### src/rtl/reg_write_arbiter_pkg.sv
// Shared types and default sizing for the round-robin register write arbiter.
package reg_write_arbiter_pkg;

    typedef enum logic [1:0] {
        IDLE  = 2'd0,
        WRITE = 2'd1,
        DONE  = 2'd2
    } state_t;

    localparam int DEFAULT_N_REQ = 4;
    localparam int DEFAULT_WIDTH = 8;

    // A single requester still needs a one-bit index.
    function automatic int idx_width(input int n);
        return (n > 1) ? $clog2(n) : 1;
    endfunction

endpackage

### src/rtl/reg_write_arbiter_rr_pick.sv
// Combinational round-robin picker: first set req bit scanning upward from ptr, wrapping.
module rr_pick
    import reg_write_arbiter_pkg::*;
#(
    parameter int N_REQ = DEFAULT_N_REQ,
    parameter int PTR_W = idx_width(N_REQ)
) (
    input  logic [N_REQ-1:0] req,
    input  logic [PTR_W-1:0] ptr,
    output logic [PTR_W-1:0] winner,
    output logic             valid
);

    logic [PTR_W-1:0] idx;

    always_comb begin
        // NOTE: every signal written here gets a default first, so no path can infer a latch.
        winner = '0;
        valid  = 1'b0;
        idx    = '0;
        for (int i = 0; i < N_REQ; i++) begin
            // Explicit modulo keeps the wrap correct for non-power-of-two N_REQ.
            idx = PTR_W'((int'(ptr) + i) % N_REQ);
            if (!valid && req[idx]) begin
                winner = idx;
                valid  = 1'b1;
            end
        end
    end

endmodule

### src/rtl/reg_write_arbiter.sv
// Shared-register write arbiter: IDLE picks a round-robin winner, WRITE commits its data, DONE acks.
module reg_write_arbiter
    import reg_write_arbiter_pkg::*;
#(
    parameter int N_REQ = DEFAULT_N_REQ,
    parameter int WIDTH = DEFAULT_WIDTH
) (
    input  logic                   clock,
    input  logic                   reset,
    input  logic [N_REQ-1:0]       req,
    input  logic [N_REQ*WIDTH-1:0] wdata,
    output logic [N_REQ-1:0]       gnt,
    output logic [N_REQ-1:0]       ack,
    output logic [WIDTH-1:0]       q,
    output logic                   busy
);

    localparam int PTR_W = idx_width(N_REQ);

    state_t           state, state_next;
    logic [PTR_W-1:0] ptr;
    logic [PTR_W-1:0] winner;
    logic [PTR_W-1:0] pick_idx;
    logic             pick_valid;

    rr_pick #(
        .N_REQ(N_REQ),
        .PTR_W(PTR_W)
    ) u_rr_pick (
        .req   (req),
        .ptr   (ptr),
        .winner(pick_idx),
        .valid (pick_valid)
    );

    // Reset wins over everything, so a transaction caught mid-flight never writes q or acks.
    always_ff @(posedge clock) begin
        // NOTE: sequential state uses non-blocking assignments so every register sees pre-edge values.
        if (reset) begin
            state  <= IDLE;
            ptr    <= '0;
            winner <= '0;
            q      <= '0;
        end else begin
            state <= state_next;
            case (state)
                IDLE:    if (pick_valid) winner <= pick_idx;
                WRITE:   q <= wdata[int'(winner)*WIDTH +: WIDTH];
                DONE:    ptr <= PTR_W'((int'(winner) + 1) % N_REQ);
                default: ;
            endcase
        end
    end

    always_comb begin
        state_next = state;
        case (state)
            IDLE:    if (pick_valid) state_next = WRITE;
            WRITE:   state_next = DONE;
            DONE:    state_next = IDLE;
            default: state_next = IDLE;
        endcase
    end

    always_comb begin
        gnt = '0;
        ack = '0;
        if (state == WRITE) gnt[winner] = 1'b1;
        if (state == DONE)  ack[winner] = 1'b1;
    end

    assign busy = (state != IDLE);

endmodule

### config.mk
export PLATFORM = sky130hd
export DESIGN_NAME = reg_write_arbiter
export DESIGN_NICKNAME = d
export VERILOG_FILES = /design/src/rtl/reg_write_arbiter_pkg.sv /design/src/rtl/reg_write_arbiter_rr_pick.sv /design/src/rtl/reg_write_arbiter.sv
export SDC_FILE = /design/constraint.sdc
export NUM_CORES = 1
export LEC_CHECK = 0
export BUFFER_PORTS_ARGS = -buffer_cell sky130_fd_sc_hd__buf_2
export CORE_MARGIN = 2
export CORE_UTILIZATION = 45
export DETAILED_ROUTE_END_ITERATION = 6
export HOLD_SLACK_MARGIN = 0.05
export PLACE_DENSITY = 0.81
export RECOVER_POWER = 50
export SLEW_MARGIN = 10
export SYNTH_ARGS = -nofsm -noshare
export SYNTH_HDL_FRONTEND = slang
export SYNTH_SLANG_ARGS = --single-unit
### constraint.sdc
create_clock -name clock -period 3.4 [get_ports clock]
set_clock_uncertainty 0.2 [all_clocks]
set_input_delay 0.34 -clock clock [delete_from_list [all_inputs] [get_ports clock]]
set_output_delay 0.34 -clock clock [all_outputs]
set_load 0.01 [all_outputs]
==> impl_results.md <==
- PortBufs: 54
- Post-synthesis register bit count: 14
- VDD IR max: 0.1982 mV
- I/O Pins: 55
- Area after DPL: 0.001142 sq mm
- Post-Syn Nets: 135
- Ys async rst share: 0
- RSZ-0062 raised after global routing: no
- Min-delay worst type: in -> reg
- Gate Count Post-Synth: 93
- Data arrival, critical path: 1.70 ns
- Tmin final: 2.243 ns
- Synth Area in Compound Gates: 0.1022
- Clock sinks: 14
- Worst hold slack: 0.2208 ns
- Final WL: 2034 um
- Vias/cell: 5.129
- PD cells: 335.1 mW/mm^2
- Place WS: 1.409 ns
- Largest net degree at the start of global routing: 17
- GR peak layer: met2
- CTS Buf Count: 3
- DR WL/cell: 11.96 um
- Final setup viols: 0
- Post-synth cell types: 21
- Vias: 872
- Clock latency at the later pin of the worst-skew pair: 0.27 ns
- Xor and xnor area share after synthesis: 0
- Startpoint types: flip-flop
- Setup_tns: 0 ns
- First-pass GRT wire length: 2932 um
- Layout cells sized above 1: 0.3793
- ANT nets after route: 0
- CTS Buffer Depth: 2
- EDFF count, synth: 0
- Die width: 47.96 um
- Seq/Total Area, Yosys: 0.3223
- Layout Area Growth over Synthesis: 31.65%
- GRT Resource Usage Total: 0.1815
- Gp weighted congestion: 0.7518
- Final Cell Area: 0.001145 sq mm
- Global-route track usage on met3: 0.01509
- Number of synthesis warnings: 0
- CP Capture Type: output pin
- Fin. Hold Viols: 0
- Starting density of the core: 0.4929
- Post-CTS setup buffer count: 0
- Vias in the first global route: 753
- Post-cts resize count: 0
- Fin cells: 170
- CTS root buffer: clkbuf_4
- Core area: 0.001764 sq mm
- Drt initial violations: 26
- GR Util met1: 0.2163
- DR pass1 iterations: 4
- H-tree depth: 1
- # rows: 15
- Cell leakage power: 0.5099 nW
- Total gr overflow: 0
- Diodes inserted: 0
- Outcome: finished clean
- Simple-Gate Fraction of Synth Area: 0.2417
- Setup ws final: 1.157 ns
- Max Cap Viol: 0
- Initial antenna violation count: 0
- Worst slew pin tran: 0.7075 ns
- DP Cell Count: 167
- Cell Area, Synth: 869.6 sq um
- Fin nets: 189
- Mapped Avg Cell Area: 9.350 sq um
- Hold_buf cts: 0
- Max Fclk: 445.8 MHz
- Worst EP required: 2.86 ns
- Detail Placement HPWL: 1691 um
- Final period util: 0.6597
- Mux share of post-synthesis cell area: 0.2302
- Adder and majority gate portion of the synthesized area: 0.05755
- Largest family of logic cells by synthesized area: simple AND/OR/NAND/NOR gates
- Max Transition Viols Final: 0
- Max FO, Critical Path: 12
- Die Y: 47.96 um
- Rel. slew slack: 0.5222
- Critical path class: reg -> out
- Worst-path clk slew: 0.08 ns
- TritonCTS clock tree: yes
- Die area: 0.002300 sq mm
- Ys flop type: dfxtp_1
- Number of remaining DRC errors: 0
- Met2 GRT Util: 0.3333
-- report_power, final --
| group | switching, W | leakage [nW] | internal, W | total [W] |
|---|---|---|---|---|
| sequential | 0.0000155 | 0.115 | 0.000177 | 0.000192 |
| combinational | 0.0000479 | 0.381 | 0.0000555 | 0.000103 |
| clock | 0.0000474 | 0.0138 | 0.0000409 | 0.0000882 |
| total | 0.000111 | 0.510 | 0.000273 | 0.000384 |
-- critical path, stage by stage (launching register included) --
cell and delay, ns:
dfxtp_1 0.76, inv_1 0.17, ha_1 0.25, and2_1 0.13, buf_2 0.13
-- sequential cells by signal (all words and copies together), names as in the netlist --
name / count
q: 8
ptr: 2
winner: 2
state: 2
-- worst paths after layout --
kind	from	to	slack [ns]	cells after the start
worst max-delay path	winner[0]	ack[0]	1.16	4
worst min-delay path	reset	state[1]	0.22	2
worst max register to register	winner[0]	q[0]	1.59	3
worst min register to register	q[7]	q[7]	0.26	2
-- stage by stage --
step	power, W	util
3_3_place_gp	0.0002993	0.6475
2_1_floorplan	0.0002616	-
5_1_grt	0.0004071	0.6489
4_1_cts	0.0003916	0.6603
6_report	0.0003836	0.6489
3_5_place_dp	0.0003046	0.6475
-- layout by cell type (no fill, tap or decap) --
master    netlist  layout
o21ai_0         1       1
mux4_2          8       8
nand2_1        17      17
dfxtp_1        14      14
nand3b_1        2       2
buf_2           2      44
nand2b_1        4       4
a21oi_1         9       9
clkbuf_4        0       3
inv_1           3       3
o41ai_1         1       2
clkbuf_1        2      10
ha_1            4       4
mux2i_1         2       2
o31ai_1         1       1
nor2b_1         4       4
and2_1          8       8
nor2_1          7       7
nor3_1          1       1
a31oi_1         1       1
-- synth_stat cells, types with 2 or more instances --
| cell type | instances | area share |
|---|---|---|
| and2_1 | 8 | 0.058 |
| dfxtp_1 | 14 | 0.32 |
| nand2_1 | 17 | 0.073 |
| nor2b_1 | 4 | 0.029 |
| clkbuf_1 | 2 | 0.0086 |
| buf_2 | 2 | 0.012 |
| inv_1 | 3 | 0.013 |
| nor2_1 | 7 | 0.030 |
| nand2b_1 | 4 | 0.029 |
| ha_1 | 4 | 0.058 |
| nand3b_1 | 2 | 0.017 |
| a21oi_1 | 9 | 0.052 |
| mux2i_1 | 2 | 0.023 |
| mux4_2 | 8 | 0.21 |
-- per-layer routing --
| metal | wire, um | vias up |
|---|---|---|
| li1 | - | 429 |
| met1 | 804 | 401 |
| met2 | 1088 | 40 |
| met3 | 128 | 2 |
| met4 | 12 | 0 |
| met5 | 0 | - |
-- logic make-up after synthesis --
| group | after synthesis |
|---|---|
| DFF | 14 |
| AOI/OAI and AO/OA | 14 |
| muxes | 10 |
| and+or+nand+nor | 43 |
| adders and majority gates | 4 |
| buffers and inverters | 8 |
-- area by class of cell --
| class | count | area [sq um] |
|---|---|---|
| Inverter | 3 | 11.26 |
| Clock buffer | 3 | 22.52 |
| Timing Repair Buffer | 54 | 257.7 |
| Tap cell | 25 | 31.28 |
| Multi-Input combinational cell | 71 | 541.8 |
| Fill cell | 157 | 619.3 |
| Sequential cell | 14 | 280.3 |
(Power assumes the default switching activity.)
